==> config.mk <==
export PLATFORM = sky130hd
export DESIGN_NAME = mult_share_arbiter
export DESIGN_NICKNAME = d
export VERILOG_FILES = /design/src/rtl/mult_share_arbiter.sv
export SDC_FILE = /design/constraint.sdc
export NUM_CORES = 1
export LEC_CHECK = 0
export ABC_AREA = 1
export BUFFER_PORTS_ARGS = -buffer_cell sky130_fd_sc_hd__buf_2
export CAP_MARGIN = 20
export CORE_ASPECT_RATIO = 0.75
export CORE_MARGIN = 2
export CORE_UTILIZATION = 55
export CTS_BUF_LIST = sky130_fd_sc_hd__clkbuf_2 sky130_fd_sc_hd__clkbuf_4 sky130_fd_sc_hd__clkbuf_8
export DETAILED_ROUTE_END_ITERATION = 7
export GPL_TIMING_DRIVEN = 0
export PLACE_DENSITY = 0.87
export SLEW_MARGIN = 15
export SYNTH_ARGS = -nofsm -noshare
export SYNTH_HDL_FRONTEND = slang
export SYNTH_SLANG_ARGS = --single-unit
==> constraint.sdc <==
create_clock -name clk -period 6.78 [get_ports clk]
set_input_delay 0 -clock clk [delete_from_list [all_inputs] [get_ports clk]]
set_output_delay 0 -clock clk [all_outputs]
set_load 0.01 [all_outputs]
==> src/rtl/mult_share_arbiter.sv <==
// mult_share_arbiter: round-robin sharing of a single 16x16 unsigned multiplier
// among NUM_REQ requesters. Operands are captured only on a grant, so the
// multiplier inputs stay still while idle. The registered result is returned
// to the granted requester through a valid/ready handshake.

module mult_asic_16x16 (
    input  logic [15:0] a,
    input  logic [15:0] b,
    output logic [31:0] p
);
    assign p = {16'b0, a} * {16'b0, b};
endmodule

module mult_share_arbiter #(
    parameter int NUM_REQ = 4,
    parameter int IDX_W   = 2
) (
    input  logic                  clk,
    input  logic                  rst,
    input  logic [NUM_REQ-1:0]    req_valid,
    input  logic [16*NUM_REQ-1:0] req_a,
    input  logic [16*NUM_REQ-1:0] req_b,
    output logic [NUM_REQ-1:0]    req_ready,
    output logic [NUM_REQ-1:0]    resp_valid,
    input  logic [NUM_REQ-1:0]    resp_ready,
    output logic [31:0]           resp_p,
    output logic [IDX_W-1:0]      resp_idx,
    output logic                  busy,
    output logic [15:0]           ops_done
);

    typedef enum logic [1:0] {
        S_IDLE = 2'd0,
        S_MUL  = 2'd1,
        S_RESP = 2'd2
    } state_t;

    state_t           r_state;
    logic [IDX_W-1:0] r_rr_ptr;
    logic [IDX_W-1:0] r_gnt_idx;
    logic [15:0]      r_op_a;
    logic [15:0]      r_op_b;
    logic [31:0]      r_res_q;
    logic [15:0]      r_ops_done;

    logic             w_found;
    logic [IDX_W-1:0] w_win;
    logic [IDX_W-1:0] w_win_next;
    logic [15:0]      w_sel_a;
    logic [15:0]      w_sel_b;
    logic [31:0]      w_prod;
    logic             w_resp_hs;

    // Round-robin search starting at r_rr_ptr, wrapping modulo NUM_REQ
    always_comb begin
        int unsigned v_idx;
        w_found = 1'b0;
        w_win   = '0;
        v_idx   = 0;
        for (int unsigned i = 0; i < NUM_REQ; i++) begin
            v_idx = 32'(r_rr_ptr) + i;
            if (v_idx >= NUM_REQ) v_idx = v_idx - NUM_REQ;
            if (!w_found && req_valid[v_idx[IDX_W-1:0]]) begin
                w_found = 1'b1;
                w_win   = v_idx[IDX_W-1:0];
            end
        end
    end

    // Winner operands and the pointer value that follows the winner
    always_comb begin
        w_sel_a    = req_a[16*w_win +: 16];
        w_sel_b    = req_b[16*w_win +: 16];
        w_win_next = (w_win == IDX_W'(NUM_REQ-1)) ? '0 : w_win + 1'b1;
        w_resp_hs  = (r_state == S_RESP) && resp_ready[r_gnt_idx];
    end

    mult_asic_16x16 u_mult (
        .a (r_op_a),
        .b (r_op_b),
        .p (w_prod)
    );

    // Arbiter/multiplier FSM with operand isolation and saturating op counter
    always_ff @(posedge clk) begin
        if (rst) begin
            r_state    <= S_IDLE;
            r_rr_ptr   <= '0;
            r_gnt_idx  <= '0;
            r_op_a     <= '0;
            r_op_b     <= '0;
            r_res_q    <= '0;
            r_ops_done <= '0;
        end else begin
            case (r_state)
                S_IDLE: begin
                    if (w_found) begin
                        r_op_a    <= w_sel_a;
                        r_op_b    <= w_sel_b;
                        r_gnt_idx <= w_win;
                        r_rr_ptr  <= w_win_next;
                        r_state   <= S_MUL;
                    end
                end
                S_MUL: begin
                    r_res_q <= w_prod;
                    r_state <= S_RESP;
                end
                S_RESP: begin
                    if (w_resp_hs) begin
                        r_state <= S_IDLE;
                        if (r_ops_done != 16'hFFFF) r_ops_done <= r_ops_done + 16'd1;
                    end
                end
                default: r_state <= S_IDLE;
            endcase
        end
    end

    // Outputs; all forced to zero while reset is asserted
    always_comb begin
        req_ready  = '0;
        resp_valid = '0;
        resp_p     = '0;
        resp_idx   = '0;
        busy       = 1'b0;
        ops_done   = '0;
        if (!rst) begin
            if (r_state == S_IDLE && w_found) req_ready[w_win] = 1'b1;
            if (r_state == S_RESP) resp_valid[r_gnt_idx] = 1'b1;
            resp_p   = r_res_q;
            resp_idx = r_gnt_idx;
            busy     = (r_state != S_IDLE);
            ops_done = r_ops_done;
        end
    end

endmodule

* Yosys cells after proc, flatten, opt, wreduce, memory -nomap -nowiden
Index checks and enable logic that the tools add are counted.
** Word-level totals
- Output and inout port bits :: 59
- Bits of input ports :: 138
- Logic and storage cells :: 90
- Flip-flop bits (word level) :: 86
** Cells by class
- Multipliers :: 1
- Eq/ne operators :: 6
- Mux-type cells :: 38
- Magnitude comparators :: 12
- $add $sub $neg :: 9
- Shift operators :: 2
- Reduce and logical (&&, ||, !) cells :: 15
** Operators by type and width (number)
- $shiftx A64 B7 Y16 :: 2
- $mul A16 B16 Y32 :: 1
- $mux W32 :: 1
- $mux W2 :: 12
- $lt A2 B3 Y1 const B :: 6
- $add A16 B1 Y16 const B :: 1
- $mux W16 :: 1
- $mux W4 :: 4
- $ne A16 B16 Y1 const B :: 1
- $mux W1 :: 12
- $bmux W1 S2 :: 5
- $ge A3 B3 Y1 const B :: 3
- $sub A2 B1 Y2 const B :: 4
- $logic_and A1 B1 Y1 :: 7
- $add A2 B2 Y3 const B :: 2
- $pmux W2 S3 :: 1
- $demux W1 S2 :: 2
- $eq A2 B2 Y1 const B :: 2
- $ge A2 B1 Y1 const B :: 2
- $ne A2 B2 Y1 const B :: 2
- $reduce_and A2 Y1 :: 2
- $add A2 B1 Y3 const B :: 1
- $ge A2 B3 Y1 const B :: 1
- $logic_not A1 Y1 :: 3
- 5 further kinds :: 5

* Logic depth before layout (Yosys ltp)
Gate-level depths: netlist (run 1).
- Word-level depth :: 20
- Mapped depth :: 27
- Mapped depth without buffers :: 25

* Modules after synthesis
A second synthesis (run 1) with hierarchy kept.
** Second synthesis, totals
- Cells, all modules :: 2356
- Area, all modules :: 15214.6 µm²
** Modules (own cells, without submodules)
- mult_asic_16x16 :: area an instance 9496.6 µm², cells an instance 1376, seq. area each 0.0 µm², times used 1
- mult_share_arbiter :: area an instance 5718.0 µm², cells an instance 980, seq. area each 1721.7 µm², times used 1

* Worst setup path before layout (run 1)
OpenSTA, ideal clock, no wires.
- Kind :: register to register
- Start :: register r_op_b[7]
- End :: register r_res_q[27]
- Slack :: 1337 ps
- Library setup time :: 115 ps
- Clock period less this slack :: 5443 ps
- Arrival :: 5328 ps
- Buffers on the path :: 2
- Data required time :: 6665 ps
- Cell stages (with the launch flop) :: 24
- Path through :: dfxtp_1 -> clkbuf_1 -> clkbuf_1 -> nand2_1 -> fa_1 -> inv_1 -> fa_1 -> inv_1 -> fa_1 -> inv_1 -> fa_1 -> fa_1 -> inv_1 -> fa_1 -> inv_1 -> ha_1 -> nand2_1 -> nor2_1 -> nand4_1 -> or2_2 -> nand3_1 -> nor2_1 -> o21ai_0 -> inv_1
** Between the ends
- Longest elaborated chain between the ends :: 1
** RTL lines
- start, declared :: line 42 : logic [15:0] r_op_b;
- start signal, assigned :: line 99 : r_op_b <= w_sel_b;
- $mul A16 B16 Y32 :: line 11 : assign p = {16'b0, a} * {16'b0, b};
- end signal, assigned :: line 106 : r_res_q <= w_prod;
- end, declared :: line 43 : logic [31:0] r_res_q;
No other way between the ends.
A chain may end at the register's enable or synchronous reset.

* Worst setup path after layout (run 1)
- Start :: register r_op_a[6]
- End :: register r_res_q[31]
** Between the ends
- Longest elaborated chain between the ends :: 1
** RTL lines
- start, declared :: line 41 : logic [15:0] r_op_a;
- start signal, assigned :: line 98 : r_op_a <= w_sel_a;
- $mul A16 B16 Y32 :: line 11
No other way between the ends.

==> flow_metrics.tcl, run 1 <==
set metrics [dict create \
    grt_first_pass_wirelength_um 72200 \
    clock_tree.htree_level_count 3 \
    syn-cell-area_um2 14500 \
    wl_um 46000 \
    yosys_register_bits 86 \
    detail_route.vias_per_cell 5.32 \
    design.die.area_um2 27600 \
    antenna_found_initial 1 \
    end_kind "register" \
    power.share.switching_pct 58.2 \
    synth_cell_types 42 \
    clock_tree.root_cell "clkbuf_8" \
    mappedNetlistNets 2540 \
    dp_hpwl_um 38000 \
    hold_path.class "input port to register" \
    clock_sink_count 86 \
    drt_pre_antenna_iters 7 \
    pre_cts_setup_slack_ns 0.245 \
    floorplan.die.width_um 191 \
    sequential_power_share_pct 13.0 \
    critical_path_class "register to register" \
    placement_rows 51 \
    cp_data_required_time_ns 7.08 \
    area.growth.synth_to_final_pct 14.8 \
    ys_seq_area_share_pct 11.9 \
    synth.top_cell.area_share_pct 26.8 \
    status "finished clean" \
    top_level_ports 197 \
    min_period_over_period_pct 97.8 \
    cts_tree "done" \
    worst_slew_margin_rel_pct 49.3 \
    finalSetupViolCount 0 \
    power.total_uw 5580 \
    start_util_pct 55.9 \
    final_max_slew_viol_count 0 \
    timing.max_cap.violations 0 \
    grt-ovfl-total 0 \
    hold_viol 0 \
    port_buffers 195 \
    layout.area.seq_um2 1720 \
    skew_ns 0.0106 \
    crit_path_start_kind "register" \
    critical_path.max_fanout 10 \
    crit_arrival_ns 6.93 \
    core_region_um2 25900 \
    max_slew.worst_pin.slew_ns 0.760 \
    first_global_vias 14300 \
    total_switching_power_uw 3250 \
    placer_congestion 1.03 \
    vdd_drop_max_mv 0.343 \
    total_global_route_track_usage_pct 34.1 \
    power_density_nw_per_um2 336 \
    layout_setup_ws_ns 0.150 \
    drc 0 \
    cts_buffers 9 \
    nets 2797 \
    detail_route.wl_per_cell_um 17.0 \
    yosysWarnings 0 \
    drt-initial-drc-count 1336 \
    power_frac_comb_pct 80.3 \
    maxClockFrequency_ghz 0.151 \
    clk_pin_slew_ns 0.10 \
    netlist.top_cell.by_area "fa_1" \
    power_report.internal_total_uw 2330 \
    finalCriticalPeriod_ns 6.63 \
    floorplan.die.height_um 144 \
    n_antenna_cell 0 \
    postSynthCellCount 2099 \
    clock_latency_ns 0.39 \
    drive_gt1_share_pct 14.1 \
    grt_max_degree 17 \
    grt_setup_unrepaired "no" \
    detailroute.via_count 14400 \
    drt.antenna.violating_nets 0 \
    postSynthAreaPerCell_um2 6.90 \
    multi_input_comb_area_um2 10300 \
    cts.repair_timing.setup_buffer_count 0 \
    cellLeakagePower_uw 0.00965 \
    nFillCells 2407 \
    clock_power_share_pct 6.7 \
    tns_ns 0 \
    clk_path_buf_depth 2 \
    yosys-top-cells-area "fa_1 27%, nand2_1 16%, inv_1 13%, dfxtp_1 12%, ha_1 9.4%" \
]
-- path summary, 6_finish.rpt --
check	startpoint	endpoint	slack, ns	cells past startpoint
worst min register to register	r_res_q[1]	r_res_q[1]	0.47	2
worst min-delay path	req_b[48]	r_op_b[0]	0.005	4
worst max-delay path	r_op_a[6]	r_res_q[31]	0.15	24
worst max register to register	r_op_a[6]	r_res_q[31]	0.15	24
-- registers in the layout (all words and copies together), names as in the netlist --
name	flops
r_res_q	32
r_op_a	16
r_op_b	16
r_ops_done	16
r_gnt_idx	2
r_rr_ptr	2
r_state	2
-- critical path: stages (launching register included) --
cell      delay [ns]
dfxtp_1         0.32
clkbuf_1        0.55
clkbuf_2        0.43
nand2_1         0.13
fa_1            0.52
inv_1           0.05
fa_1            0.51
inv_1           0.06
fa_1            0.53
inv_1           0.05
fa_1            0.45
fa_1            0.49
inv_1           0.05
fa_1            0.47
inv_1           0.06
ha_1            0.36
nand2_1         0.12
nor2_1          0.29
inv_1           0.10
o21ai_0         0.44
nand2_1         0.22
nand3b_1        0.14
nand3_1         0.08
nand2_1         0.08
inv_1           0.03
-- timing repair --
| action | 4_1_cts | 5_1_grt |
|---|---|---|
| hold buffers | 55 | 0 |
| gates resized for setup | 0 | 36 |
| hold endpoints to repair | 28 | 0 |
| setup endpoints to repair | 0 | 9 |
-- Yosys cell counts (all sizes together) --
library cell    n
o211ai         30
o21ai          59
ha            109
dfxtp          86
nand4          47
nand2         615
nor4            3
inv           496
or3             1
clkinv          1
o21a            2
xnor2           5
nand3          62
nand3b          1
a221oi          1
o21bai          5
fa            194
nor3           16
clkbuf         87
xor2           15
nor3b           2
buf            30
or2            29
a21oi          86
nor2          115
o22ai           2
-- power by group through the flow --
stage | clock, uW | sequential, uW | combinational, uW
after floorplan | 0 | 692 | 3030
after global placement | 0 | 698 | 4220
after detailed placement | 0 | 705 | 4320
after CTS | 372 | 694 | 4420
after global routing | 390 | 738 | 4940
final | 374 | 727 | 4480
-- area by class of cell --
cell class | count | area share (%)
clock buffers | 9 | 0.745
repair buffers | 250 | 9.18
well taps | 344 | 2.59
plain buffers | 113 | 3.39
clock inverters | 7 | 0.346
inverters | 497 | 11.2
flip-flops and latches | 86 | 10.4
multi-input cells | 1399 | 62.2
-- placed cells by master (no fill, tap or decap), types with 9 or more instances in the layout --
cell type,Yosys,routed
nand3_1,59,59
o21ai_0,58,58
buf_2,17,212
o211ai_2,20,20
dlygate4sd3_1,0,55
clkbuf_8,0,9
o211ai_1,10,10
a21oi_1,85,85
ha_1,109,109
nor2_1,112,112
dfxtp_1,86,85
or2_2,28,28
inv_1,492,492
nor3_1,16,16
nand4_1,46,46
clkbuf_2,0,17
nand2_2,14,14
xor2_1,15,15
fa_1,194,194
nand2_1,598,598
clkbuf_1,87,65
-- logic make-up after synthesis --
| family | after synthesis | share of synthesized area [%] |
|---|---|---|
| and+or+nand+nor | 891 | 26.1 |
| buffers and inverters | 614 | 16.7 |
| adders and majority gates | 303 | 36.3 |
| AOI/OAI and AO/OA | 185 | 7.85 |
| DFF | 86 | 11.9 |
| xor gates and xnor gates | 20 | 1.21 |
-- through the flow --
| step | instance area [um2] | utilization (%) | std cells | hold WS (ns) |
|---|---|---|---|---|
| 2_1_floorplan | 14500 | - | 2099 | 0.149 |
| 3_3_place_gp | 15900 | 61.3 | 2638 | 0.255 |
| 3_5_place_dp | 15900 | 61.3 | 2638 | 0.252 |
| 4_1_cts | 16600 | 64.1 | 2709 | 0.000206 |
| 5_1_grt | 16600 | 64.2 | 2705 | 0.00931 |
| 6_report | 16600 | 64.2 | 2705 | 0.00495 |
-- per-layer routing --
metal / part of all wire, % / vias up / GRT usage [%] / wire length (um)
met5: 0 / - / 0 / 0
met4: 3.6 / 0 / 11.5 / 1640
li1: - / 6760 / - / -
met1: 42 / 6756 / 43.7 / 19200
met2: 44 / 755 / 54.9 / 20200
met3: 11 / 114 / 10.5 / 4970
Note: power is estimated with default switching activity, not from simulation.
==> inputs of run 2 (changes only) <==
--- a/config.mk
+++ b/config.mk
@@ -10,11 +10,11 @@
 export CAP_MARGIN = 20
 export CORE_ASPECT_RATIO = 0.75
 export CORE_MARGIN = 2
-export CORE_UTILIZATION = 55
+export CORE_UTILIZATION = 40
 export CTS_BUF_LIST = sky130_fd_sc_hd__clkbuf_2 sky130_fd_sc_hd__clkbuf_4 sky130_fd_sc_hd__clkbuf_8
 export DETAILED_ROUTE_END_ITERATION = 7
 export GPL_TIMING_DRIVEN = 0
-export PLACE_DENSITY = 0.87
+export PLACE_DENSITY = 0.69
 export SLEW_MARGIN = 15
 export SYNTH_ARGS = -nofsm -noshare
 export SYNTH_HDL_FRONTEND = slang
==> flow_metrics.tcl, run 2 (synthesized netlist as in run 1, its figures left out) <==
set metrics [dict create \
    status "finished clean" \
    hold_viol 0 \
    port_buffers 195 \
    n_antenna_cell 0 \
    placement_rows 60 \
    largest-register "r_res_q" \
    crit_start "r_op_b[3]" \
    core_region_um2 35700 \
    min_period_over_period_pct 96.4 \
    critPathSlowestCell "clkbuf_1" \
    worstHoldStart "req_b[5]" \
    nets 2796 \
    floorplan.die.width_um 224 \
    floorplan.die.height_um 169 \
    grt-ovfl-total 0 \
    critPathMaxStageDelay_ns 0.57 \
    finalCriticalPeriod_ns 6.53 \
    crit_path_start_kind "register" \
    first_global_vias 13900 \
    cts_buffers 9 \
    layout_commonest_cell "nand2_1" \
    final_max_slew_viol_count 0 \
    crit_arrival_ns 6.83 \
    critPathMostFrequentCell "fa_1" \
    clock_sink_count 86 \
    clock_tree.root_cell "clkbuf_8" \
    drt-initial-drc-count 1132 \
    antenna_found_initial 0 \
    largest_register_ffs 32 \
    detail_route.vias_per_cell 5.00 \
    critical_path_buf_inv_count 7 \
    max_slew.worst_pin.slew_ns 0.725 \
    grt_first_pass_wirelength_um 72700 \
    finalSetupViolCount 0 \
    dp_hpwl_um 38500 \
    critical_path.max_fanout 10 \
    detailroute.via_count 14100 \
    cts_tree "done" \
    wl_um 45700 \
    drt.antenna.violating_nets 0 \
    skew_ns 0.0117 \
    clk_path_buf_depth 2 \
    end_kind "register" \
    grt_max_degree 16 \
    mostFrequentLayoutCells "598 x nand2_1, 492 x inv_1, 212 x buf_2" \
    vdd_drop_max_mv 0.263 \
    clock_tree.htree_level_count 3 \
    drive_gt1_share_pct 14.1 \
    drt_pre_antenna_iters 6 \
    r2r-start "r_op_b[3]" \
    total_global_route_track_usage_pct 24.7 \
    final_cell_count_no_fill 2825 \
    top_level_ports 197 \
    design.die.area_um2 37700 \
    start_util_pct 40.5 \
    worst_slew_margin_rel_pct 51.2 \
    clk_pin_slew_ns 0.09 \
    drc 0 \
    detail_route.wl_per_cell_um 16.2 \
    worstPathCellList "clkbuf_1 > clkbuf_1 > nand2_1 > fa_1 > fa_1 > inv_1 > fa_1 > inv_1 > fa_1 > fa_1 > fa_1 > inv_1 > ha_1 > nand2_1 > nor2_1 > inv_1 > o21ai_0 > nand2_1 > nand3b_1 > nand3_1 > nand2_1 > inv_1" \
    critical_path_class "register to register" \
    maxClockFrequency_ghz 0.153 \
    post-place-cells 2759 \
    power_density_nw_per_um2 332 \
    placer_congestion 0.993 \
    cp_top_family "adder cells" \
    grt_setup_unrepaired "yes" \
    area.growth.synth_to_final_pct 16.0 \
    timing.max_cap.violations 0 \
    cp_data_required_time_ns 7.07 \
    clock_latency_ns 0.40 \
    hold_path.class "input port to register" \
    cellLeakagePower_uw 0.00966 \
    tns_ns 0 \
]
## run 2: cell count changes in the layout (fill, tap and decap cells not counted), sizes merged
cell / change
buf: -1
clkinvlp: -1
dlygate4sd3: +2
inv: -1
## run 2: through the flow
stage	setup WS (ns)	hold WS, ns	util, %	power, uW	area [um2]
floorplan	1.34	0.149	-	3720	14500
global placement	0.0972	0.262	44.9	5000	16000
detailed placement	0.0256	0.265	44.9	5070	16000
CTS	0.00803	0.00119	47.0	5550	16800
global route	-0.0241	0.0215	47.0	6130	16800
finish	0.245	0.0181	47.0	5580	16800
## run 2: path summary, 6_finish.rpt
check                        end  slack, ns  depth (start not counted)
hold reg to reg   r_ops_done[15]       0.47                          2
hold / removal         r_op_b[5]       0.02                          7
setup reg to reg     r_res_q[31]       0.25                         22
setup / recovery     r_res_q[31]       0.25                         22
## run 2: final cells by class
| cell class | count | area (um2) |
|---|---|---|
| fillers | 3709 | 18900 |
| multi-input cells | 1399 | 10300 |
| inverters | 497 | 1870 |
| flip-flops and latches | 86 | 1720 |
| repair buffers | 252 | 1550 |
| well taps | 465 | 582 |
| plain buffers | 110 | 552 |
| clock buffers | 11 | 151 |
| clock inverters | 5 | 42.5 |
## run 2: timing repair
item	4_1_cts	5_1_grt
hold buffers	57	0
resized for setup	0	34
setup endpoints to repair	0	11
setup buffers	0	0
hold endpoints to repair	27	0
## run 2: metal layers
| metal | global-route usage [%] | wire, um | up-vias |
|---|---|---|---|
| li1 | - | - | 6752 |
| met1 | 34.4 | 20800 | 6709 |
| met2 | 38.8 | 20000 | 610 |
| met3 | 5.43 | 3920 | 61 |
| met4 | 6.46 | 1010 | 0 |
| met5 | 0 | 0 | - |
## run 2: report_power, final
group          switching, uW  internal, uW  total (uW)
combinational           2900          1550        4450
sequential               107           649         757
clock                    208           156         364
## run 2: worst register-to-register path: stages, from the launching register on
cell      delay (ns)
dfxtp_1         0.31
clkbuf_1        0.43
clkbuf_1        0.57
nand2_1         0.16
fa_1            0.49
fa_1            0.56
inv_1           0.06
fa_1            0.51
inv_1           0.06
fa_1            0.54
fa_1            0.43
fa_1            0.55
inv_1           0.06
ha_1            0.34
nand2_1         0.10
nor2_1          0.25
inv_1           0.06
o21ai_0         0.41
nand2_1         0.19
nand3b_1        0.13
nand3_1         0.09
nand2_1         0.08
inv_1           0.03
==> inputs of run 3 (changes only) <==
--- a/config.mk
+++ b/config.mk
@@ -11,7 +11,7 @@
 export CORE_ASPECT_RATIO = 0.75
 export CORE_MARGIN = 2
 export CORE_UTILIZATION = 40
-export CTS_BUF_LIST = sky130_fd_sc_hd__clkbuf_2 sky130_fd_sc_hd__clkbuf_4 sky130_fd_sc_hd__clkbuf_8
+export CTS_BUF_LIST = sky130_fd_sc_hd__clkbuf_16
 export DETAILED_ROUTE_END_ITERATION = 7
 export GPL_TIMING_DRIVEN = 0
 export PLACE_DENSITY = 0.69
==> flow_metrics.tcl, run 3 (synthesized netlist as in run 1, its figures left out) <==
set metrics [dict create \
    status "finished clean" \
    clock_tree.root_cell "clkbuf_16" \
    met1_usage_pct 33.8 \
    drt-initial-drc-count 1130 \
    critical_path_class "register to register" \
    hold_viol 0 \
    finalCriticalPeriod_ns 6.54 \
    crit_start "r_op_b[7]" \
    placement_rows 60 \
    start_util_pct 40.5 \
    clk_path_buf_depth 2 \
    design.die.area_um2 37700 \
    detail_route.wl_per_cell_um 16.3 \
    timing.max_cap.violations 0 \
    min_period_over_period_pct 96.5 \
    critical_path.max_fanout 10 \
    total_global_route_track_usage_pct 24.5 \
    grt-ovfl-total 0 \
    clock_latency_ns 0.36 \
    global_route.usage.met2_pct 38.3 \
    cts_tree "done" \
    vdd_drop_max_mv 0.281 \
    layout_setup_ws_ns 0.240 \
    mostFrequentLayoutCells "598 x nand2_1, 492 x inv_1, 212 x buf_2" \
    wl_um 45700 \
    final_max_slew_viol_count 0 \
    r2r_setup_slack_ns 0.24 \
    hold_path.class "input port to register" \
    floorplan.die.width_um 224 \
    worst_slew_margin_rel_pct 47.4 \
    drive_gt1_share_pct 14.2 \
    holdPathEnd "r_op_a[4]" \
    drt_pre_antenna_iters 6 \
    grt_max_degree 16 \
    tns_ns 0 \
    skew_ns 0.00952 \
    cp_data_required_time_ns 7.03 \
    placer_congestion 0.993 \
    post-place-cells 2759 \
    pre_cts_setup_slack_ns 0.0256 \
    first_global_vias 13800 \
    max_slew.worst_pin.slew_ns 0.789 \
    top_level_ports 197 \
    grtUsageMet3_pct 6.49 \
    largest_register_ffs 32 \
    grt_setup_unrepaired "no" \
    final_cell_count_no_fill 2807 \
    drt.antenna.violating_nets 0 \
    grt_first_pass_wirelength_um 72100 \
    clock_tree.htree_level_count 3 \
    hold_depth 4 \
    clock_sink_count 86 \
    largest-register "r_res_q" \
    floorplan.die.height_um 169 \
    core_region_um2 35700 \
    grt_most_used_layer "met2" \
    r2r-start "r_op_b[7]" \
    cellLeakagePower_uw 0.00965 \
    cts_buffers 9 \
    antenna_found_initial 0 \
    detailroute.via_count 14000 \
    crit_arrival_ns 6.79 \
    worst_r2r_endpoint "r_res_q[31]" \
    finalSetupViolCount 0 \
    end_kind "register" \
    crit_path_start_kind "register" \
    dp_hpwl_um 38500 \
    drc 0 \
    port_buffers 195 \
    maxClockFrequency_ghz 0.153 \
    area.growth.synth_to_final_pct 15.3 \
    nFillCells 3699 \
    nets 2777 \
    worst_reg2reg_path_length_in_cells 23 \
    power_density_nw_per_um2 337 \
    detail_route.vias_per_cell 4.98 \
    clk_pin_slew_ns 0.07 \
    layout_commonest_cell "nand2_1" \
    worstHoldStart "req_a[52]" \
]
[run 3: power by group]
part | total [uW] | internal (uW) | switching [uW]
combinational | 4400 | 1510 | 2890
clock | 468 | 249 | 219
sequential | 765 | 650 | 115
[run 3: repair_timing]
item                       4_1_cts  5_1_grt
setup endpoints to repair        0       12
hold buffers                    39        0
gates resized for setup          0       36
setup buffers                    0        0
hold endpoints to repair        27        0
[run 3: worst max-delay path, stage by stage, from the launching register on]
cell and delay [ns]:
dfxtp_1 0.69, clkbuf_1 0.50, nand2_1 0.16, fa_1 0.56, inv_1 0.05, fa_1 0.51
inv_1 0.06, fa_1 0.53, inv_1 0.05, fa_1 0.45, fa_1 0.49, inv_1 0.05
fa_1 0.48, inv_1 0.05, ha_1 0.37, nand2_1 0.12, nor2_1 0.28, inv_1 0.06
o21ai_0 0.42, nand2_1 0.20, nand3b_1 0.14, nand3_1 0.09, nand2_1 0.08, inv_1 0.03
[run 3: worst max path at each step]
stage / endpoint / slack (ns) / cells past startpoint
finish: r_res_q[31] / 0.24 / 23
global route: r_res_q[31] / 0.0008 / 23
CTS: r_res_q[31] / 0.01 / 24
detailed placement: r_res_q[31] / 0.03 / 24
global placement: r_res_q[31] / 0.1 / 24
floorplan: r_res_q[27] / 1.34 / 23
[run 3: area by class of cell]
class / count / area (um2) / area share [%]
repair buffers: 234 / 1370 / 8.19
clock buffers: 9 / 225 / 1.35
inverters: 497 / 1870 / 11.2
multi-input cells: 1399 / 10300 / 61.9
clock inverters: 7 / 50.0 / 0.300
diodes: 1 / 2.50 / 0.0150
plain buffers: 109 / 549 / 3.29
well taps: 465 / 582 / 3.49
flip-flops and latches: 86 / 1720 / 10.3
[run 3: per-layer routing]
metal | up-vias | routed length (um)
met5 | - | 0
met4 | 0 | 1050
met3 | 75 | 4340
met2 | 607 | 19800
met1 | 6605 | 20500
li1 | 6703 | -
[run 3: metrics by stage]
| stage | cell area, um2 | hold WS (ns) | utilization (%) | total power [uW] |
|---|---|---|---|---|
| floorplan | 14500 | 0.149 | - | 3720 |
| global placement | 16000 | 0.262 | 44.9 | 5000 |
| detailed placement | 16000 | 0.265 | 44.9 | 5070 |
| CTS | 16700 | 0.00181 | 46.7 | 5610 |
| global route | 16700 | 0.0165 | 46.7 | 6180 |
| finish | 16700 | 0.00743 | 46.7 | 5630 |
